$ cat config.mk
export PLATFORM = sky130hd
export DESIGN_NAME = vend_fsm_multi
export DESIGN_NICKNAME = d
export VERILOG_FILES = /design/src/rtl/vend_pkg.sv /design/src/rtl/vend_change_sel.sv /design/src/rtl/vend_fsm_multi.sv
export SDC_FILE = /design/constraint.sdc
export NUM_CORES = 1
export LEC_CHECK = 0
export CORE_UTILIZATION = 50
export CTS_BUF_LIST = sky130_fd_sc_hd__clkbuf_16
export CTS_CLUSTER_DIAMETER = 60
export DETAILED_ROUTE_END_ITERATION = 8
export PLACE_DENSITY_LB_ADDON = 0.15
export SLEW_MARGIN = 25
export SYNTH_ARGS = -nofsm -noshare
export SYNTH_HDL_FRONTEND = slang
export SYNTH_SLANG_ARGS = --single-unit
$ cat constraint.sdc
create_clock -name clk -period 4.6 [get_ports clk]
set_input_delay 0.92 -clock clk [delete_from_list [all_inputs] [get_ports clk]]
set_output_delay 0.92 -clock clk [all_outputs]
set_load 0.02 [all_outputs]
$ cat src/rtl/vend_pkg.sv
// rtl/vend_pkg.sv - shared types, coin codes and coin value lookup for the vending controller
// Contents:
//   state_t      controller states IDLE / CREDIT / VEND / CHANGE
//   COIN_*       coin codes as seen on the acceptor and hopper interfaces
//   coin_val()   maps a coin code to its value given the three configured values
package vend_pkg;

  typedef enum logic [1:0] {
    ST_IDLE   = 2'd0,
    ST_CREDIT = 2'd1,
    ST_VEND   = 2'd2,
    ST_CHANGE = 2'd3
  } state_t;

  localparam logic [1:0] COIN_NONE = 2'b00;
  localparam logic [1:0] COIN_1    = 2'b01;
  localparam logic [1:0] COIN_2    = 2'b10;
  localparam logic [1:0] COIN_3    = 2'b11;

  function automatic int unsigned coin_val(input logic [1:0] code,
                                           input int unsigned v1,
                                           input int unsigned v2,
                                           input int unsigned v3);
    case (code)
      COIN_1:  return v1;
      COIN_2:  return v2;
      COIN_3:  return v3;
      default: return 32'd0;
    endcase
  endfunction

endpackage

$ cat src/rtl/vend_change_sel.sv
// rtl/vend_change_sel.sv - combinational greedy change coin picker
// Ports:
//   balance  in   BAL_W  credit still owed to the customer
//   code     out  2      largest coin code whose value fits in balance (COIN_NONE if none)
//   value    out  BAL_W  value of that coin
//   valid    out  1      1 when a coin fits
module vend_change_sel
  import vend_pkg::*;
#(
  parameter int unsigned BAL_W     = 8,
  parameter int unsigned COIN1_VAL = 5,
  parameter int unsigned COIN2_VAL = 10,
  parameter int unsigned COIN3_VAL = 25
) (
  input  logic [BAL_W-1:0] balance,
  output logic [1:0]       code,
  output logic [BAL_W-1:0] value,
  output logic             valid
);

  localparam logic [BAL_W-1:0] V1 = BAL_W'(COIN1_VAL);
  localparam logic [BAL_W-1:0] V2 = BAL_W'(COIN2_VAL);
  localparam logic [BAL_W-1:0] V3 = BAL_W'(COIN3_VAL);

  always_comb begin
    code  = COIN_NONE;
    value = '0;
    valid = 1'b0;
    if (balance >= V3) begin
      code  = COIN_3;
      value = V3;
      valid = 1'b1;
    end else if (balance >= V2) begin
      code  = COIN_2;
      value = V2;
      valid = 1'b1;
    end else if (balance >= V1) begin
      code  = COIN_1;
      value = V1;
      valid = 1'b1;
    end
  end

endmodule

$ cat src/rtl/vend_fsm_multi.sv
// rtl/vend_fsm_multi.sv - multi-product vending controller with credit, timeout and coin-by-coin change
// Ports:
//   clk, reset (sync, active-high)
//   coin           in   2               coin code from acceptor, 00 = none
//   sel_valid      in   1               product selection strobe
//   sel_id         in   SEL_W           selected product
//   cancel         in   1               refund request
//   price_vec      in   NUM_PROD*BAL_W  per-product price table
//   stock_empty    in   NUM_PROD        per-product sold-out flags
//   chg_ready      in   1               hopper accepts offered coin
//   coin_reject    out  1               pulse: coin not credited
//   sold_out       out  1               pulse: selection refused, no stock
//   need_more      out  1               pulse: selection refused, credit short
//   dispense       out  1               vend pulse
//   dispense_id    out  SEL_W           product vended
//   chg_valid      out  1               change coin offered
//   chg_coin       out  2               offered coin code
//   refund_mode    out  1               change phase entered by cancel/timeout
//   balance        out  BAL_W           current credit
//   busy           out  1               in VEND or CHANGE
module vend_fsm_multi
  import vend_pkg::*;
#(
  parameter int unsigned NUM_PROD    = 4,
  parameter int unsigned BAL_W       = 8,
  parameter int unsigned MAX_BAL     = 200,
  parameter int unsigned COIN1_VAL   = 5,
  parameter int unsigned COIN2_VAL   = 10,
  parameter int unsigned COIN3_VAL   = 25,
  parameter int unsigned TIMEOUT_CYC = 1000,
  localparam int unsigned SEL_W      = (NUM_PROD > 1) ? $clog2(NUM_PROD) : 1
) (
  input  logic                      clk,
  input  logic                      reset,
  input  logic [1:0]                coin,
  input  logic                      sel_valid,
  input  logic [SEL_W-1:0]          sel_id,
  input  logic                      cancel,
  input  logic [NUM_PROD*BAL_W-1:0] price_vec,
  input  logic [NUM_PROD-1:0]       stock_empty,
  input  logic                      chg_ready,
  output logic                      coin_reject,
  output logic                      sold_out,
  output logic                      need_more,
  output logic                      dispense,
  output logic [SEL_W-1:0]          dispense_id,
  output logic                      chg_valid,
  output logic [1:0]                chg_coin,
  output logic                      refund_mode,
  output logic [BAL_W-1:0]          balance,
  output logic                      busy
);

  localparam int unsigned       TO_W    = $clog2(TIMEOUT_CYC);
  localparam logic [TO_W-1:0]   TO_LAST = TO_W'(TIMEOUT_CYC - 1);
  localparam logic [BAL_W:0]    MAX_LIM = (BAL_W+1)'(MAX_BAL);

  state_t            state;
  logic [TO_W-1:0]   idle_cnt;
  logic [BAL_W-1:0]  chg_amt;     // value of the coin currently offered

  logic [BAL_W-1:0]  price_sel;
  logic              sel_sold;
  logic              coin_present;
  logic [BAL_W:0]    coin_sum;
  logic              coin_ok;

  logic [1:0]        pick_code;
  logic [BAL_W-1:0]  pick_val;
  logic              pick_valid;

  // Out-of-range ids match no entry and therefore read as sold out.
  always_comb begin
    price_sel = '0;
    sel_sold  = 1'b1;
    for (int i = 0; i < int'(NUM_PROD); i++) begin
      if (sel_id == SEL_W'(i)) begin
        price_sel = price_vec[i*BAL_W +: BAL_W];
        sel_sold  = stock_empty[i];
      end
    end
  end

  // One extra bit so a coin near the ceiling cannot wrap and sneak under MAX_BAL.
  assign coin_present = (coin != COIN_NONE);
  assign coin_sum     = {1'b0, balance} + (BAL_W+1)'(coin_val(coin, COIN1_VAL, COIN2_VAL, COIN3_VAL));
  assign coin_ok      = (coin_sum <= MAX_LIM);

  vend_change_sel #(
    .BAL_W     (BAL_W),
    .COIN1_VAL (COIN1_VAL),
    .COIN2_VAL (COIN2_VAL),
    .COIN3_VAL (COIN3_VAL)
  ) u_change_sel (
    .balance (balance),
    .code    (pick_code),
    .value   (pick_val),
    .valid   (pick_valid)
  );

  always_ff @(posedge clk) begin
    if (reset) begin
      state       <= ST_IDLE;
      idle_cnt    <= '0;
      chg_amt     <= '0;
      coin_reject <= 1'b0;
      sold_out    <= 1'b0;
      need_more   <= 1'b0;
      dispense    <= 1'b0;
      dispense_id <= '0;
      chg_valid   <= 1'b0;
      chg_coin    <= COIN_NONE;
      refund_mode <= 1'b0;
      balance     <= '0;
      busy        <= 1'b0;
    end else begin
      coin_reject <= 1'b0;
      sold_out    <= 1'b0;
      need_more   <= 1'b0;
      dispense    <= 1'b0;

      case (state)
        ST_IDLE: begin
          idle_cnt <= '0;
          if (sel_valid) begin
            if (sel_sold) sold_out  <= 1'b1;
            else          need_more <= 1'b1;
          end
          if (coin_present) begin
            if (coin_ok) begin
              balance <= coin_sum[BAL_W-1:0];
              state   <= ST_CREDIT;
            end else begin
              coin_reject <= 1'b1;
            end
          end
        end

        ST_CREDIT: begin
          if (cancel || (!sel_valid && !coin_present && idle_cnt == TO_LAST)) begin
            coin_reject <= coin_present;
            refund_mode <= 1'b1;
            busy        <= 1'b1;
            idle_cnt    <= '0;
            state       <= ST_CHANGE;
          end else if (sel_valid && !sel_sold && balance >= price_sel) begin
            coin_reject <= coin_present;
            balance     <= balance - price_sel;
            dispense_id <= sel_id;
            dispense    <= 1'b1;
            busy        <= 1'b1;
            idle_cnt    <= '0;
            state       <= ST_VEND;
          end else begin
            // Refused selection: the coin on the same cycle is still handled.
            if (sel_valid) begin
              if (sel_sold) sold_out  <= 1'b1;
              else          need_more <= 1'b1;
            end
            if (coin_present) begin
              if (coin_ok) balance     <= coin_sum[BAL_W-1:0];
              else         coin_reject <= 1'b1;
            end
            if (sel_valid || coin_present) idle_cnt <= '0;
            else                           idle_cnt <= idle_cnt + 1'b1;
          end
        end

        ST_VEND: begin
          coin_reject <= coin_present;
          if (balance != '0) begin
            state <= ST_CHANGE;
          end else begin
            busy  <= 1'b0;
            state <= ST_IDLE;
          end
        end

        ST_CHANGE: begin
          coin_reject <= coin_present;
          if (chg_valid) begin
            if (chg_ready) begin
              chg_valid <= 1'b0;
              chg_coin  <= COIN_NONE;
              balance   <= balance - chg_amt;
            end
          end else if (pick_valid) begin
            chg_valid <= 1'b1;
            chg_coin  <= pick_code;
            chg_amt   <= pick_val;
          end else begin
            // Nothing left that a coin can pay out; any sub-coin residue is dropped.
            balance     <= '0;
            refund_mode <= 1'b0;
            busy        <= 1'b0;
            state       <= ST_IDLE;
          end
        end

        default: state <= ST_IDLE;
      endcase
    end
  end

endmodule
# Word level (Yosys, flattened, before mapping)
# Index checks and enable logic that the tools add are counted.
# totals
regBits	39
input_bits	45
# op_classes
n_addsub	4
order_cmp	5
eq_ne	21
n_mux	68
n_bitwise	3
reduce_logical	27
# ops
op	count
$mux 8	13
$mux 1	30
$mux 10	3
$mux 2	12
$pmux 8 s3	1
$pmux 10 s2	1
$ne 2x2->1 const B	8
$sub 8x8->8	2
$pmux 5 s3	1
$eq 2x2->1 const B	6
$add 10x1->10 const B	1
$eq 10x10->1 const B	1
$reduce_and 5->1	2
$add 8x9->9	1
$le 9x8->1 const B	1
$ne 3x3->1 const B	3
$reduce_and 3->1	3
$ge 8x3->1 const B	1
$ge 8x4->1 const B	1
$ge 8x5->1 const B	1
$ge 8x8->1	1
$pmux 2 s4	1
$reduce_and 4->1	2
$reduce_bool 2->1	4
13 further kinds	28

# Depth between registers and ports, before layout
# logic_depth
word_depth	11
depth_mapped	12
mapped_depth_nobuf	11

# Cells and area by module
# A second synthesis with hierarchy kept.
# hier_totals
cells_unflattened	455
area_unflattened_um2	3606.0
# modules_own_cells
mod	instances	cells_per_inst	area_per_inst_um2	seq_area_each_um2
vend_fsm_multi	1	429	3437.0	780.7
vend_change_sel	1	26	168.9	0.0

# Least setup slack after synthesis
# No wires, ideal clock.
# synth_path
path_kind	in2reg
from	input sel_id[0]
to	register busy
arrival_time_ps	3612
path_slack_ps	861
path_stages	12
n_path_buf	2
cell_sequence	buf_2 -> mux4_2 -> ha_1 -> fa_1 -> nor2b_1 -> o221a_2 -> o31ai_1 -> a21oi_1 -> clkbuf_1 -> o2111ai_1 -> mux2i_1 -> nor2_1
# synth_between
elab_chain_cells	10
word_cells_on_any_way	18
# synth_lines
item	line_no	rtl
start: declaration	vend_fsm_multi.sv:37	input logic [SEL_W-1:0] sel_id,
branches (longest 7 deep; another with $ge 8x8->1)	-	
$logic_and 1x1->1 *	vend_fsm_multi.sv:146	end else if (sel_valid && !sel_sold && balance >= price_sel) begin
$ne 3x3->1 (no source line) *	-	
$reduce_and 5->1 (no source line) *	-	
end signal: assignment	vend_fsm_multi.sv:143	busy <= 1'b1;
end signal: assignment	vend_fsm_multi.sv:151	busy <= 1'b1;
end signal: assignment	vend_fsm_multi.sv:174	busy <= 1'b0;
end: declaration	vend_fsm_multi.sv:51	output logic busy
# Mark *: on every way between the ends.
# A chain may end at the register's enable or synchronous reset.

# Worst setup path after layout
# layout_path
from	input sel_id[0]
to	register coin_reject
# layout_between
elab_chain_cells	11
word_cells_on_any_way	19
# layout_lines
item	line_no	rtl
branches (longest 7 deep; another with $ge 8x8->1)	-	
$logic_and 1x1->1 *	vend_fsm_multi.sv:146	
$mux 1 *	vend_fsm_multi.sv:146	
$mux 1 *	vend_fsm_multi.sv:140	if (cancel || (!sel_valid && !coin_present && idle_cnt == TO_LAST)) begin
$pmux 1 s3 *	vend_fsm_multi.sv:122	case (state)
end signal: assignment	vend_fsm_multi.sv:141	coin_reject <= coin_present;
end signal: assignment	vend_fsm_multi.sv:147	coin_reject <= coin_present;
end signal: assignment	vend_fsm_multi.sv:170	coin_reject <= coin_present;
end: declaration	vend_fsm_multi.sv:42	output logic coin_reject,
# Marks and branches as above.

==> metrics.md <==
| Metric | Value |
|---|---|
| Crit path kind | `in -> reg` |
| Die area | `~6700 um2` |
| RD Place Congestion | `around 0.89` |
| Final non-filler cell total | `around 540` |
| Largest stage delay, worst path | `0.64 ns` |
| Post-synth EDFFs | `0` |
| Cell area power density | `501.0 nW/um2` |
| Setup slack at placement | `between 0.2 and 0.3 ns` |
| Synth top area share | `0.2249` |
| Crit start category | `input pin` |
| Status | `complete, no violations` |
| Post-Syn Area | `about 3200 um2` |
| First-pass GRT wire length | `between 10 and 15 mm` |
| Diodes inserted | `0` |
| Crit path arrival time | `around 4.2 ns` |
| Worst hold endpoint | `chg_coin[1]` |
| PnR worst setup slack | `~0.56 ns` |
| Syn Area/Cell | `around 8.0 um2` |
| Leakage power | `approximately 1.6 nW` |
| Vias per cell | `between 6 and 7` |
| Count leader, synth | `nor2_1` |
| CTS H-tree depth | `2` |
| Post-CTS sizing | `0` |
| Nets | `~530` |
| R2R cell count | `11` |
| Fmax | `0.2473 GHz` |
| Syn Inst Count | `roughly 400` |
| Hold path depth | `2` |
| Met3 Wirelength | `approximately 700 um` |
| Worst path cell trace | `clkdlybuf4s50_1, mux4_2, ha_1, fa_1, nor2b_1, o221a_2, o31ai_1, a21o_1, a31oi_1, a211oi_1, a2111oi_0` |
| Fin Clk Skew | `roughly 0.0066 ns` |
| Flop and latch count out of synthesis | `36` |
| CTS Buf Count | `5` |
| Slew @ Worst Pin | `about 0.72 ns` |
| Met2 Wirelength | `roughly 4.4 mm` |
| Min-delay worst type | `reg -> reg` |
| Min-delay src | `chg_coin[1]` |
| FILL cells | `approximately 540` |
| CTS max path bufs | `2` |
| Gate family responsible for the most delay along the worst path | `compound AO/OA/AOI/OAI gates` |
| Post-synth top area cell | `dfxtp_1` |
| Hold Vio Cnt, Final | `0` |
| Vias | `approximately 3,400` |
| Initial DRT Pass Iterations | `5` |
| Total power draw | `2.035 mW` |
| Post-synthesis async set-or-reset flop share | `0` |
| Total Routed Length | `~9.2 mm` |
| Final TNS setup | `0 ns` |
| Required @ worst endpoint | `about 4.8 ns` |
| Final setup fails | `0` |
| Seq/Total Area, Yosys | `0.2249` |
| Die Y | `82.06 um` |
| DPL Wire Length | `between 7 and 8 mm` |
| Gr usage total | `0.2892` |
| Unrepaired setup endpoints after global routing | `false` |
| Std cell rows | `28` |
| Met1 wire length | `a little under 4 mm` |
| Core area | `between 6000 and 7000 um2` |
| Total grt overflow | `0` |
| Area contributors post-synth | `dfxtp_1, ha_1, mux4_2` |
| Layout cell share with drive strength beyond 1 | `0.07127` |
| Antenna violations before repair | `0` |
| Initial Util | `0.5287` |
| Crit-path slowest cell | `clkdlybuf4s50_1` |
| Peak VDD IR | `around 0.24 mV` |
| Crit path max fanout | `8` |
| CTS sink cnt | `36` |
| Fin area | `roughly 4000 um2` |
| R2R Path End | `state[0]` |
| Reg-to-reg startpoint | `balance[0]` |
| # port buffers | `between 60 and 70` |
| Yosys warning total | `0` |
| CP bufs+invs | `1` |
| Clock slew at reported path FFs | `~0.06 ns` |
| Die width | `just over 80 um` |
| Number of distinct library cells after synthesis | `65` |
| Area Overhead vs Synth | `26.75%` |
| Routed length per placed instance | `about 17 um` |
| DRT antenna net count | `0` |
| Commonest cells in the synthesized netlist | `nor2_1, a21oi_1, dfxtp_1, nand2_1, inv_1` |
| Final period util | `0.8790` |
| CTS tree | `yes` |
| Placed insts | `530` |
| Vias in the first global route | `~3,300` |
| Largest net degree at the start of global routing | `41` |
| DRC viols | `0` |
| Post-synthesis net count | `between 400 and 500` |
| Postcts setup bufs | `0` |
| Worst-skew pair later-pin latency | `around 0.28 ns` |
| Critical path depth in cells | `11` |
| R2r setup slk | `1.35 ns` |
| I/O Pins | `64` |
| Tmin final | `~4.0 ns` |
| Initial DRC Count | `about 340` |
| Slew HR | `0.5224` |
| Placed cell area | `3913 um2` |
| Top layer used by detailed routing | `met4` |
| Number of max-cap violations | `0` |
| Dominant synthesized flop cell | `dfxtp_1` |
| Cts hold-fix bufs | `0` |
| Max-slew violations | `0` |
| Clock root buffer master | `clkbuf_16` |
| Crit end category | `flop` |
cell type report:
cell class / instances / area [um2] / area share
multi-input cells: 324 / 2321 / 0.5715
repair buffers: 70 / 683.2 / 0.1682
flip-flops and latches: 36 / 720.7 / 0.1774
well taps: 75 / 93.84 / 0.02311
clock buffers: 5 / 125.1 / 0.03081
inverters: 25 / 93.84 / 0.02311
clock inverters: 3 / 23.77 / 0.005853
layer usage:
metal	track usage	vias to the layer above
met5	0	-
met4	0.1193	0
met3	0.05778	23
met2	0.5000	164
met1	0.3467	1565
li1	-	1621
per-stage QoR:
stage	util	hold WS, ns
2_1_floorplan	-	0.4363
3_3_place_gp	0.6455	0.4418
3_5_place_dp	0.6455	0.4464
4_1_cts	0.6701	0.4546
5_1_grt	0.6701	0.4777
6_report	0.6701	0.4529
flip-flops by register name, indices dropped and copies added (netlist names):
signal and flops:
chg_amt 5, idle_cnt 10, state 2, balance 8
busy 1, dispense_id 2, coin_reject 1, sold_out 1
chg_coin 2, chg_valid 1, refund_mode 1, need_more 1
dispense 1
power by group:
group          internal [mW]  switching, mW
logic                  0.533          0.719
clock network          0.202          0.142
registers              0.360         0.0787
worst reg2reg max path, cell delays in order, from the launching register on:
cell	delay, ns
dfxtp_1	0.53
ha_1	0.23
inv_1	0.06
fa_1	0.40
nor2b_1	0.17
o22ai_1	0.13
xnor2_1	0.17
a2111o_1	0.43
a211oi_2	0.37
buf_4	0.26
o21ai_0	0.15
a211oi_1	0.27
cells in the final DEF, fill, tap and decap left out, drive strengths merged, types with 3 or more instances in the layout:
cell type / instances
o21bai: 3
buf: 7
clkdlybuf4s50: 63
mux4: 9
a211oi: 8
or2: 4
nor2b: 10
a41oi: 3
o211ai: 4
and2: 6
nand2: 26
mux2i: 7
or3: 3
inv: 25
o21ai: 20
ha: 23
o22ai: 5
and3: 7
clkbuf: 5
a221o: 3
a311oi: 3
nand3: 6
nand4: 4
nor2: 47
dfxtp: 36
o21a: 5
nor3b: 4
fa: 3
nand2b: 9
a21oi: 36
o2bb2ai: 3
a31oi: 4
xnor2: 7
a21o: 4
nor3: 9
how the worst max path moves through the flow:
stage	start	end
after CTS	sel_id[0]	coin_reject
final	sel_id[0]	coin_reject
after global placement	sel_id[0]	coin_reject
after detailed placement	sel_id[0]	coin_reject
after floorplan	sel_id[0]	busy
after global routing	sel_id[0]	coin_reject
logic make-up after synthesis:
logic type	after synthesis	synth area share
xor+xnor	9	0.02460
compound gates	127	0.2741
mux	17	0.08864
fa+ha+maj	26	0.1086
buf+inv	41	0.05076
flops	36	0.2249
simple gates	145	0.2284
Power figures use the tool's default switching activity.
